[src/rtl/ready_valid_elastic_buf.sv]
// ready_valid_elastic_buf: circular ready/valid FIFO with count, almost-full and flush.
module ready_valid_elastic_buf #(
    parameter int DATA_W       = 8,
    parameter int DEPTH        = 4,
    parameter int AFULL_THRESH = 3,
    localparam int CNT_W       = $clog2(DEPTH + 1)
) (
    input  logic              clk,
    input  logic              rst,
    input  logic [DATA_W-1:0] up_data,
    input  logic              up_valid,
    output logic              up_ready,
    output logic [DATA_W-1:0] down_data,
    output logic              down_valid,
    input  logic              down_ready,
    input  logic              flush,
    output logic [CNT_W-1:0]  count,
    output logic              almost_full
);
    localparam int PTR_W = $clog2(DEPTH);

    logic [DATA_W-1:0] mem_q [DEPTH];
    logic [DATA_W-1:0] mem_d [DEPTH];
    logic [PTR_W-1:0]  wr_ptr_q, wr_ptr_d, rd_ptr_q, rd_ptr_d;
    logic [CNT_W-1:0]  count_q, count_d;
    logic              push, pop, clr;

    // up_ready looks only at registered count, so down_ready never reaches it
    always_comb begin
        up_ready    = !rst && !flush && (count_q != CNT_W'(DEPTH));
        down_valid  = !rst && (count_q != '0);
        down_data   = rst ? '0 : mem_q[rd_ptr_q];
        almost_full = !rst && (count_q >= CNT_W'(AFULL_THRESH));
        count       = count_q;
        push        = up_valid && up_ready;
        pop         = down_valid && down_ready;
        clr         = rst || flush;
    end

    always_comb begin
        wr_ptr_d = clr ? '0 : wr_ptr_q + PTR_W'(push);
        rd_ptr_d = clr ? '0 : rd_ptr_q + PTR_W'(pop);
        count_d  = clr ? '0 : count_q + CNT_W'(push) - CNT_W'(pop);
        for (int i = 0; i < DEPTH; i++)
            mem_d[i] = rst ? '0 : (push && wr_ptr_q == PTR_W'(i)) ? up_data : mem_q[i];
    end

    always_ff @(posedge clk) begin
        wr_ptr_q <= wr_ptr_d;
        rd_ptr_q <= rd_ptr_d;
        count_q  <= count_d;
        mem_q    <= mem_d;
    end
endmodule

[config.mk]
export PLATFORM = sky130hd
export DESIGN_NAME = ready_valid_elastic_buf
export DESIGN_NICKNAME = d
export VERILOG_FILES = /design/src/rtl/ready_valid_elastic_buf.sv
export SDC_FILE = /design/constraint.sdc
export NUM_CORES = 1
export LEC_CHECK = 0
export ABC_AREA = 0
export BUFFER_PORTS_ARGS = -buffer_cell sky130_fd_sc_hd__buf_2
export CAP_MARGIN = 30
export CORE_UTILIZATION = 30
export CTS_BUF_LIST = sky130_fd_sc_hd__clkbuf_8 sky130_fd_sc_hd__clkbuf_16
export DETAILED_ROUTE_END_ITERATION = 10
export MAX_ROUTING_LAYER = met4
export SLEW_MARGIN = 0
export SYNTH_ARGS = -nofsm -noshare
export SYNTH_HDL_FRONTEND = slang
export SYNTH_SLANG_ARGS = --single-unit
[constraint.sdc]
create_clock -name clk -period 2.67 [get_ports clk]
set_input_delay 0.4005 -clock clk [delete_from_list [all_inputs] [get_ports clk]]
set_output_delay 0.4005 -clock clk [all_outputs]
set_load 0.1 [all_outputs]
==> reports/qor.txt, run 1 <==
WL final: 4290 µm
Final setup TNS: 0 ps
Clock sinks: 39
Max Cap Viol: 0
Fin nets: 230
Cells after Synth: 189
Worst slew pin tran: 641 ps
Via density: 5.17
Critical-path top delay cell: dfxtp_1
Syn Std Cell Area: 0.00187 mm²
Synth Area in XOR/XNOR: 0.0141
CP startpoint kind: flip-flop
Clock Path Buffers: 2
Hold-fix buffers, CTS: 0
Req. time, crit path: 2270 ps
Root buffer cell: clkbuf_8
Yosys top cell by area: dfxtp_1
Final cell count without fillers: 289
CP bufs+invs: 1
Detailed Place HPWL: 2770 µm
Multiplexer area fraction after synthesis: 0.174
Largest net degree at the start of global routing: 24
Yosys reg bits: 39
Share of post-route cells with drive strength above 1: 0.266
# Post-CTS Setup Buffers: 0
Peak Freq: 404 MHz
Kind of critical path: flip-flop to primary output
Synth async-reset ratio: 0
Status: finished clean
Adder-cell area share of the yosys netlist: 0.0308
Largest family of logic cells by synthesized area: multiplexers
Worst VDD drop: 0.220 mV
Initial antenna violation count: 0
Syn nets: 206
Initial DRT Pass Iterations: 4
Core ar.: 0.00596 mm²
Final core occ: 0.375
Final period util: 0.926
Vias in the first global route: 1,474
Share of the synthesized area in the top cell type: 0.418
Row Count: 28
Clock Latency Late Sink: 290 ps
Worst Hold Class: primary input to flip-flop
Grt total ovfl: 0
Post-synth EDFFs: 0
Largest cells by area after synthesis: dfxtp_1 (42%), mux4_2 (9.6%), o311ai_0 (7.5%)
Netlist cell types: 34
Register area share after synthesis: 0.418
Slew Viols, Final: 0
Port Buffers: 26
Endpoints failing setup: 0
Die area: 0.00655 mm²
Critical path's top delay family: flip-flops
Post-cts repair resize count: 0
WHS: 353 ps
Initial core utilization: 0.314
CTS buffer count: 5
DR iter-0 viols: 79
Synth Flop Type: dfxtp_1
Cell with the most instances after synthesis: dfxtp_1
Total track usage: 0.151
IO Pins: 27
Antenna Cells: 0
Overall die height: 80.9 µm
Final GP Congestion: 0.727
RSZ-0062 raised after global routing: false
CTS tree: yes
Design Power: 1.30 mW
Slew HR: 0.572
Worst endpoint data arrival time: 2070 ps
Worst Skew: 3.80 ps
Syn avg cell area: 9.89 µm²
Final ANT Viol Nets: 0
Fin. Hold Viols: 0
Worst setup EP type: primary output
Final Critical Period: 2470 ps
Placed Cells incl. Taps: 281
Clock slew at reported path FFs: 80 ps
Post-synth top cells: dfxtp_1 (39), nand2_1 (18), o21ai_1 (16), o311ai_0 (16), mux2i_1 (13)
Routed WL per cell: 14.9 µm
Fillers: 607
Leak: 0.938 nW
Area grow syn2layout: 19.6%
Die width: 80.9 µm
Detailed-route via count: 1,493
First-pass GRT wire length: 7090 µm
Worst path max stage delay: 730 ps
Synth Warn #: 0
Worst-path cell chain: mux4_2, and2_1, buf_2
H-tree depth: 2
Crit-path max FO: 11
Compound-Gate Fraction of Synth Area: 0.147
Drt drc: 0
Pwr/cell area: 580 mW/mm²
Post-Synth Simple-Gate Area: 0.165
[registers in the layout, indices dropped and copies added, names as in the netlist]
signal,count
count,3
mem_q,32
wr_ptr_q,2
rd_ptr_q,2
[cell type report]
cell class	instances	area (µm²)	share of cell area
clock buffers	5	68.8	0.0308
clock inverters	3	63.8	0.0285
inverters	8	30.0	0.0134
multi-input cells	127	1010	0.452
flip-flops and latches	39	781	0.349
well taps	75	93.8	0.0420
repair buffers	32	188	0.0839
[per-layer routing]
metal / vias up / GRT usage / part of all wire
li1: 745 / - / -
met1: 716 / 0.184 / 0.49
met2: 22 / 0.239 / 0.46
met3: 10 / 0.0315 / 0.028
met4: 0 / 0.0696 / 0.020
met5: - / - / 0
[power by group]
group	total [mW]	internal (mW)	switching [mW]	leakage, nW
registers	0.594	0.589	0.00514	0.315
clock network	0.584	0.370	0.214	0.0695
logic	0.119	0.0342	0.0847	0.554
[per-stage QoR]
stage          area [µm²]  setup WS (ps)
2_1_floorplan        1880          -53.8
3_3_place_gp         2100            453
3_5_place_dp         2100            408
4_1_cts              2240            176
5_1_grt              2240            102
6_report             2240            196
[logic make-up (layout without fill, tap and decap cells)]
kind of cell               count (synthesis)  count (layout)
and+or+nand+nor                           57              57
buffers and inverters                     23              48
DFF                                       39              39
AOI/OAI and AO/OA                         41              41
xor gates and xnor gates                   3               3
adders and majority gates                  4               4
muxes                                     22              22
[path summary, 6_finish.rpt]
check	start	end	slack, ps	cells after the start
worst max-delay path	rd_ptr_q[0]	down_data[5]	200	3
worst max register to register	count[1]	count[2]	600	9
worst min register to register	mem_q[17]	mem_q[17]	460	2
worst min-delay path	up_data[0]	mem_q[16]	350	2
[placed cells by master, fill, tap and decap left out, drive strengths merged]
cell / count
bufinv: 2
ha: 3
mux2: 1
nor4: 1
o311ai: 16
a31o: 1
o21ai: 18
o31ai: 2
inv: 9
nand4b: 1
xor2: 2
nor2b: 3
nand2: 18
nand3: 1
nor3b: 3
dfxtp: 39
nor3: 1
nand3b: 1
buf: 32
nand2b: 1
xnor2: 1
a21oi: 4
and2: 10
mux4: 8
mux2i: 13
or2: 2
or3b: 2
nor2: 7
clkbuf: 5
nand4: 2
or3: 4
fa: 1
Note: power is estimated with default switching activity, not from simulation.
==> inputs of run 2 (changes only) <==
- CORE_UTILIZATION: 30 -> 40
- clock period: 2.67 -> 3.1 ns (I/O delays scaled with it)
==> run 2 against run 1 <==
  * Total power decreased by 27%
  * First-iteration DRC count rose by 7.6%
  * Clock skew increased by 3.1 ps
  * Register-to-register slack improved by 320 ps
  * Utilization up 11 points
  * Via count is 0.54% lower
  * Sequential share of layout area up 1.8 points
  * Die area is 24% lower
  * Combinational power decreased by 17%
  * Sequential power shrank 14%
  * Highest routed layer unchanged
==> reports/qor.txt, run 2 (synthesis results as in run 1) <==
Status: finished clean
Fillers: 431 (-29%)
Initial DRT Pass Iterations: 4 (unchanged)
Req. time, crit path: 2630 ps (+360 ps)
Row Count: 24 (-14%)
R2r endpoint: count[2]
Leak: 0.893 nW (-4.8%)
# Post-CTS Setup Buffers: 0 (unchanged)
Critical path's top delay family: flip-flops
H-tree depth: 2 (unchanged)
Max FFs per register: 32 (unchanged)
Fin nets: 228 (-0.87%)
Final cell count without fillers: 264 (-8.7%)
Worst Skew: 6.93 ps (+3.12 ps)
Pwr/cell area: 447 mW/mm² (-23%)
Pre-CTS WS: 766 ps (+358 ps)
CP startpoint kind: flip-flop
Top reg by flops: mem_q
DR iter-0 viols: 85 (+7.6%)
Worst setup EP type: primary output
Initial core utilization: 0.423 (+0.110)
Fin. Hold Viols: 0 (unchanged)
Kind of critical path: flip-flop to primary output
R2R Setup Slk: 920 ps (+320 ps)
CTS buffer count: 5 (unchanged)
RSZ-0062 raised after global routing: false
Peak Freq: 400 MHz
Hold depth: 2 (unchanged)
Slack of the critical path: 598 ps (+402 ps)
Final period util: 0.807
Vias in the first global route: 1,464 (-0.68%)
Worst VDD drop: 0.241 mV (+9.7%)
Seq. cell area: 781 µm² (unchanged)
Worst flop-to-flop path startpoint: count[1]
Worst R2R Path Depth: 8 (-1)
Die area: 0.00495 mm² (-24%)
Worst path max stage delay: 720 ps (about the same)
Final core occ: 0.482 (+0.107)
Port Buffers: 26 (unchanged)
Slew HR: 0.588 (+0.0154)
CP bufs+invs: 1 (unchanged)
Hold Path End: mem_q[16]
Drt drc: 0 (unchanged)
Post-cts repair resize count: 0 (unchanged)
Core ar.: 0.00441 mm² (-26%)
Overall die height: 70.4 µm (-13%)
Placed Cells incl. Taps: 256 (-8.9%)
Clock Latency Late Sink: 290 ps (about the same)
Crit-path max FO: 11 (unchanged)
Worst endpoint data arrival time: 2040 ps (-30 ps)
CTS tree: yes
Detailed Place HPWL: 2850 µm (+2.6%)
Largest net degree at the start of global routing: 42 (+75%)
Slew Viols, Final: 0 (unchanged)
Area grow syn2layout: 13.9%
Final ANT Viol Nets: 0 (unchanged)
Worst slew pin tran: 618 ps (-23.0 ps)
Clock sinks: 39 (unchanged)
Max Cap Viol: 0 (unchanged)
Root buffer cell: clkbuf_8
Commonest non-fill, non-tap cell in the layout: dfxtp_1
Clock slew at reported path FFs: 80 ps (about the same)
Final setup TNS: 0 ps (unchanged)
Clock Path Buffers: 2 (unchanged)
Via density: 5.63 (+8.9%)
Total track usage: 0.190 (+0.0386)
Final GP Congestion: 0.819 (+13%)
Antenna Cells: 0 (unchanged)
Initial antenna violation count: 0 (unchanged)
Worst Hold Class: primary input to flip-flop
First-pass GRT wire length: 7180 µm (+1.3%)
IO Pins: 27 (unchanged)
Share of post-route cells with drive strength above 1: 0.259 (-0.00692)
Grt total ovfl: 0 (unchanged)
Critical-path top delay cell: dfxtp_1
WL final: 4230 µm (-1.6%)
Area of the multi-input gates: 0.00100 mm² (-0.74%)
Hold-fix buffers, CTS: 0 (unchanged)
HP Start: up_data[0]
Die width: 70.4 µm (-13%)
Routed WL per cell: 16.0 µm (+7.8%)
Detailed-route via count: 1,485 (-0.54%)
Most frequent cells in the layout: dfxtp_1 (39), buf_2 (26), nand2_1 (18)
Final Critical Period: 2500 ps
Endpoints failing setup: 0 (unchanged)
Worst-path cell chain: mux4_2, and2_1, buf_2
-- run 2: cell types whose count changed in the layout (fill, tap and decap cells not counted), sizes merged --
cell and delta:
buf -2, bufinv -2, clkinvlp +2, clkinv +1, inv -1
-- run 2: layer usage --
layer	part of all wire	routed length, µm	track usage
met1	0.49	2080	0.240
met2	0.47	1970	0.303
met3	0.034	144	0.0418
met4	0.0080	34	0.0556
met5	0	0	-
-- run 2: area by class of cell --
cell class | count | share of cell area
Sequential cell | 39 | 0.367
Clock inverter | 3 | 0.00941
Multi-Input combinational cell | 127 | 0.471
Tap cell | 52 | 0.0306
Clock buffer | 5 | 0.0323
Inverter | 8 | 0.0141
Timing Repair Buffer | 30 | 0.0753
-- run 2: power by group --
group          switching (mW)  total [mW]  internal (mW)  leakage (nW)
logic                  0.0720      0.0985         0.0265         0.538
clock network           0.185       0.342          0.157        0.0402
registers             0.00454       0.512          0.507         0.315
total                   0.262       0.952          0.690         0.893
-- run 2: worst max-delay path by stage --
stage | cells past startpoint | start | slack, ps | endpoint
2_1_floorplan | 2 | count[1] | 70 | down_valid
3_3_place_gp | 9 | rst | 820 | count[2]
3_5_place_dp | 9 | rst | 770 | count[2]
4_1_cts | 3 | rd_ptr_q[0] | 570 | down_data[7]
5_1_grt | 3 | rd_ptr_q[0] | 510 | down_data[3]
6_report | 3 | rd_ptr_q[0] | 600 | down_data[7]
-- run 2: metrics by stage --
step           total power [mW]  instance area [µm²]  hold slack, ps
6_report                  0.952                 2130             420
5_1_grt                   0.990                 2130             413
4_1_cts                   0.961                 2130             413
3_5_place_dp              0.622                 2040             452
3_3_place_gp              0.620                 2040             443
2_1_floorplan             0.597                 1880             435
==> inputs of run 3 (changes only) <==
- clock period: 3.1 -> 2 ns (I/O delays scaled with it)
==> run 3 against run 2 <==
  * Clock power rose by 68%
  * Global-route usage rose by 2.0 points
  * Combinational power rose by 89%
  * First-iteration DRC count fell by 45%
  * Routed wire length rose by 8.9%
  * Non-clock buffer count rose by 9
==> reports/qor.txt, run 3 (synthesis results as in run 1) <==
Fin nets: 237 (+3.9%)
Final period util: 0.960
DR iter-0 viols: 47 (-45%)
Hold depth: 2 (unchanged)
Initial DRT Pass Iterations: 4 (unchanged)
Worst flop-to-flop path startpoint: count[1]
R2r endpoint: count[2]
R2R Setup Slk: 190 ps (-730 ps)
Hold Path End: mem_q[16]
Fillers: 394 (-8.6%)
Via density: 5.63 (+0.15%)
Worst endpoint data arrival time: 1620 ps (-420 ps)
Clock slew at reported path FFs: 70 ps (about the same)
Clock Path Buffers: 2 (unchanged)
Vias in the first global route: 1,578 (+7.8%)
Final ANT Viol Nets: 0 (unchanged)
IO Pins: 27 (unchanged)
Worst setup EP type: primary output
CP startpoint kind: flip-flop
Uppermost layer routed: met4
Worst path max stage delay: 520 ps (-200 ps)
Share of post-route cells with drive strength above 1: 0.321 (+0.0618)
Final GP Congestion: 0.742 (-9.3%)
Grt total ovfl: 0 (unchanged)
Final setup TNS: 0 ps (unchanged)
CTS tree: yes
Worst Hold Class: primary input to flip-flop
Worst VDD drop: 0.344 mV (+43%)
Max FFs per register: 32 (unchanged)
Slew Viols, Final: 0 (unchanged)
M1 WL: 1990 µm (-4.3%)
Antenna Cells: 0 (unchanged)
HP Start: up_data[0]
CP bufs+invs: 1 (unchanged)
Slew HR: 0.679 (+0.0916)
# Post-CTS Setup Buffers: 0 (unchanged)
Worst R2R Path Depth: 8 (unchanged)
Root buffer cell: clkbuf_8
Clock Latency Late Sink: 290 ps (about the same)
Max Cap Viol: 0 (unchanged)
CTS buffer count: 5 (unchanged)
Worst Skew: 6.62 ps (-0.302 ps)
Area grow syn2layout: 27.5%
Routed wl met3: 211 µm (+47%)
Worst slew pin tran: 484 ps (-133 ps)
Detailed-route via count: 1,538 (+3.6%)
Req. time, crit path: 1700 ps (-930 ps)
Largest net degree at the start of global routing: 42 (unchanged)
Kind of critical path: flip-flop to primary output
Initial antenna violation count: 0 (unchanged)
Die area: 0.00495 mm² (unchanged)
Final Critical Period: 1920 ps
Top reg by flops: mem_q
Routed WL per cell: 16.9 µm (+5.3%)
Peak Freq: 521 MHz
Initial core utilization: 0.423 (unchanged)
Drt drc: 0 (unchanged)
Critical-path top delay cell: mux4_2
RSZ-0062 raised after global routing: false
Commonest non-fill, non-tap cell in the layout: dfxtp_1
Fin. Hold Viols: 0 (unchanged)
Leak: 0.990 nW (+11%)
Die width: 70.4 µm (unchanged)
WL final: 4600 µm (+8.9%)
Pwr/cell area: 650 mW/mm² (+45%)
Row Count: 24 (unchanged)
Total track usage: 0.209 (+0.0196)
Design Power: 1.55 mW (+63%)
Detailed Place HPWL: 3270 µm (+15%)
Status: finished clean
First-pass GRT wire length: 7770 µm (+8.3%)
Met2 wire len: 2350 µm (+19%)
Port Buffers: 26 (unchanged)
Core ar.: 0.00441 mm² (unchanged)
H-tree depth: 2 (unchanged)
Critical path's top delay family: multiplexers
Worst-path cell chain: mux4_2, and2_1, buf_12
Endpoints failing setup: 0 (unchanged)
Overall die height: 70.4 µm (unchanged)
Clock sinks: 39 (unchanged)
Crit-path max FO: 7 (-4)
Most frequent cells in the layout: dfxtp_1 (34), nand2_1 (18), buf_2 (17)
[run 3: cell count changes in the layout (fill, tap and decap cells not counted), sizes merged]
cell / change
buf: +9
clkbuf: +2
clkinv: -1
clkinvlp: -2
inv: +1
[run 3: timing repair]
item | in CTS | in global routing
endpoints found under the setup margin | 8 | 3
gates resized for setup | 3 | 1
pin swaps | 0 | 0
endpoints found under the hold margin | 0 | 0
hold buffers | 0 | 0
[run 3: report_power, final]
| part | internal (mW) | leakage (nW) | switching [mW] | total [mW] |
|---|---|---|---|---|
| Clock | 0.309 | 0.0557 | 0.266 | 0.576 |
| Combinational | 0.0671 | 0.615 | 0.119 | 0.186 |
| Sequential | 0.781 | 0.319 | 0.00720 | 0.788 |
| Total | 1.16 | 0.990 | 0.392 | 1.55 |
[run 3: worst reg2reg max path: cells and delay by family, from the launching register on]
kind / cells / cell delay, ps
xor+xnor: 2 / 300
fa+ha+maj: 2 / 540
simple gates: 3 / 470
buf+inv: 1 / 50
flops: 1 / 380
[run 3: worst max-delay path by stage]
| stage | startpoint | endpoint | slack [ps] | cells past startpoint |
|---|---|---|---|---|
| 3_5_place_dp | flush | count[2] | -4 | 9 |
| 4_1_cts | rd_ptr_q[1] | down_data[1] | 20 | 3 |
| 2_1_floorplan | count[1] | almost_full | -20 | 3 |
| 6_report | rd_ptr_q[0] | down_data[7] | 80 | 3 |
| 3_3_place_gp | rst | count[2] | 60 | 9 |
| 5_1_grt | rd_ptr_q[0] | down_data[7] | 20 | 3 |
[run 3: metal layers]
layer  up-vias  GRT usage
met5         -          -
met1       737      0.244
met4         0     0.0644
li1        752          -
met3         6     0.0519
met2        43      0.352
[run 3: stage by stage]
step / util / setup slack (ps) / hold WS (ps) / std cells / instance area [µm²]
floorplan: - / -20.2 / 435 / 189 / 1900
global placement: 0.516 / 57.5 / 442 / 265 / 2280
detailed placement: 0.516 / -3.94 / 451 / 265 / 2280
CTS: 0.539 / 19.8 / 243 / 273 / 2380
global route: 0.540 / 18.5 / 249 / 273 / 2380
finish: 0.540 / 80.3 / 254 / 273 / 2380
[run 3: area by class of cell]
cell class              instances  area (µm²)  share of cell area
flip-flops and latches         39         800               0.335
inverters                       8        30.0              0.0126
well taps                      52        65.1              0.0273
clock inverters                 1        3.75             0.00157
repair buffers                 39         375               0.157
clock buffers                   7        96.3              0.0404
multi-input cells             127        1010               0.425
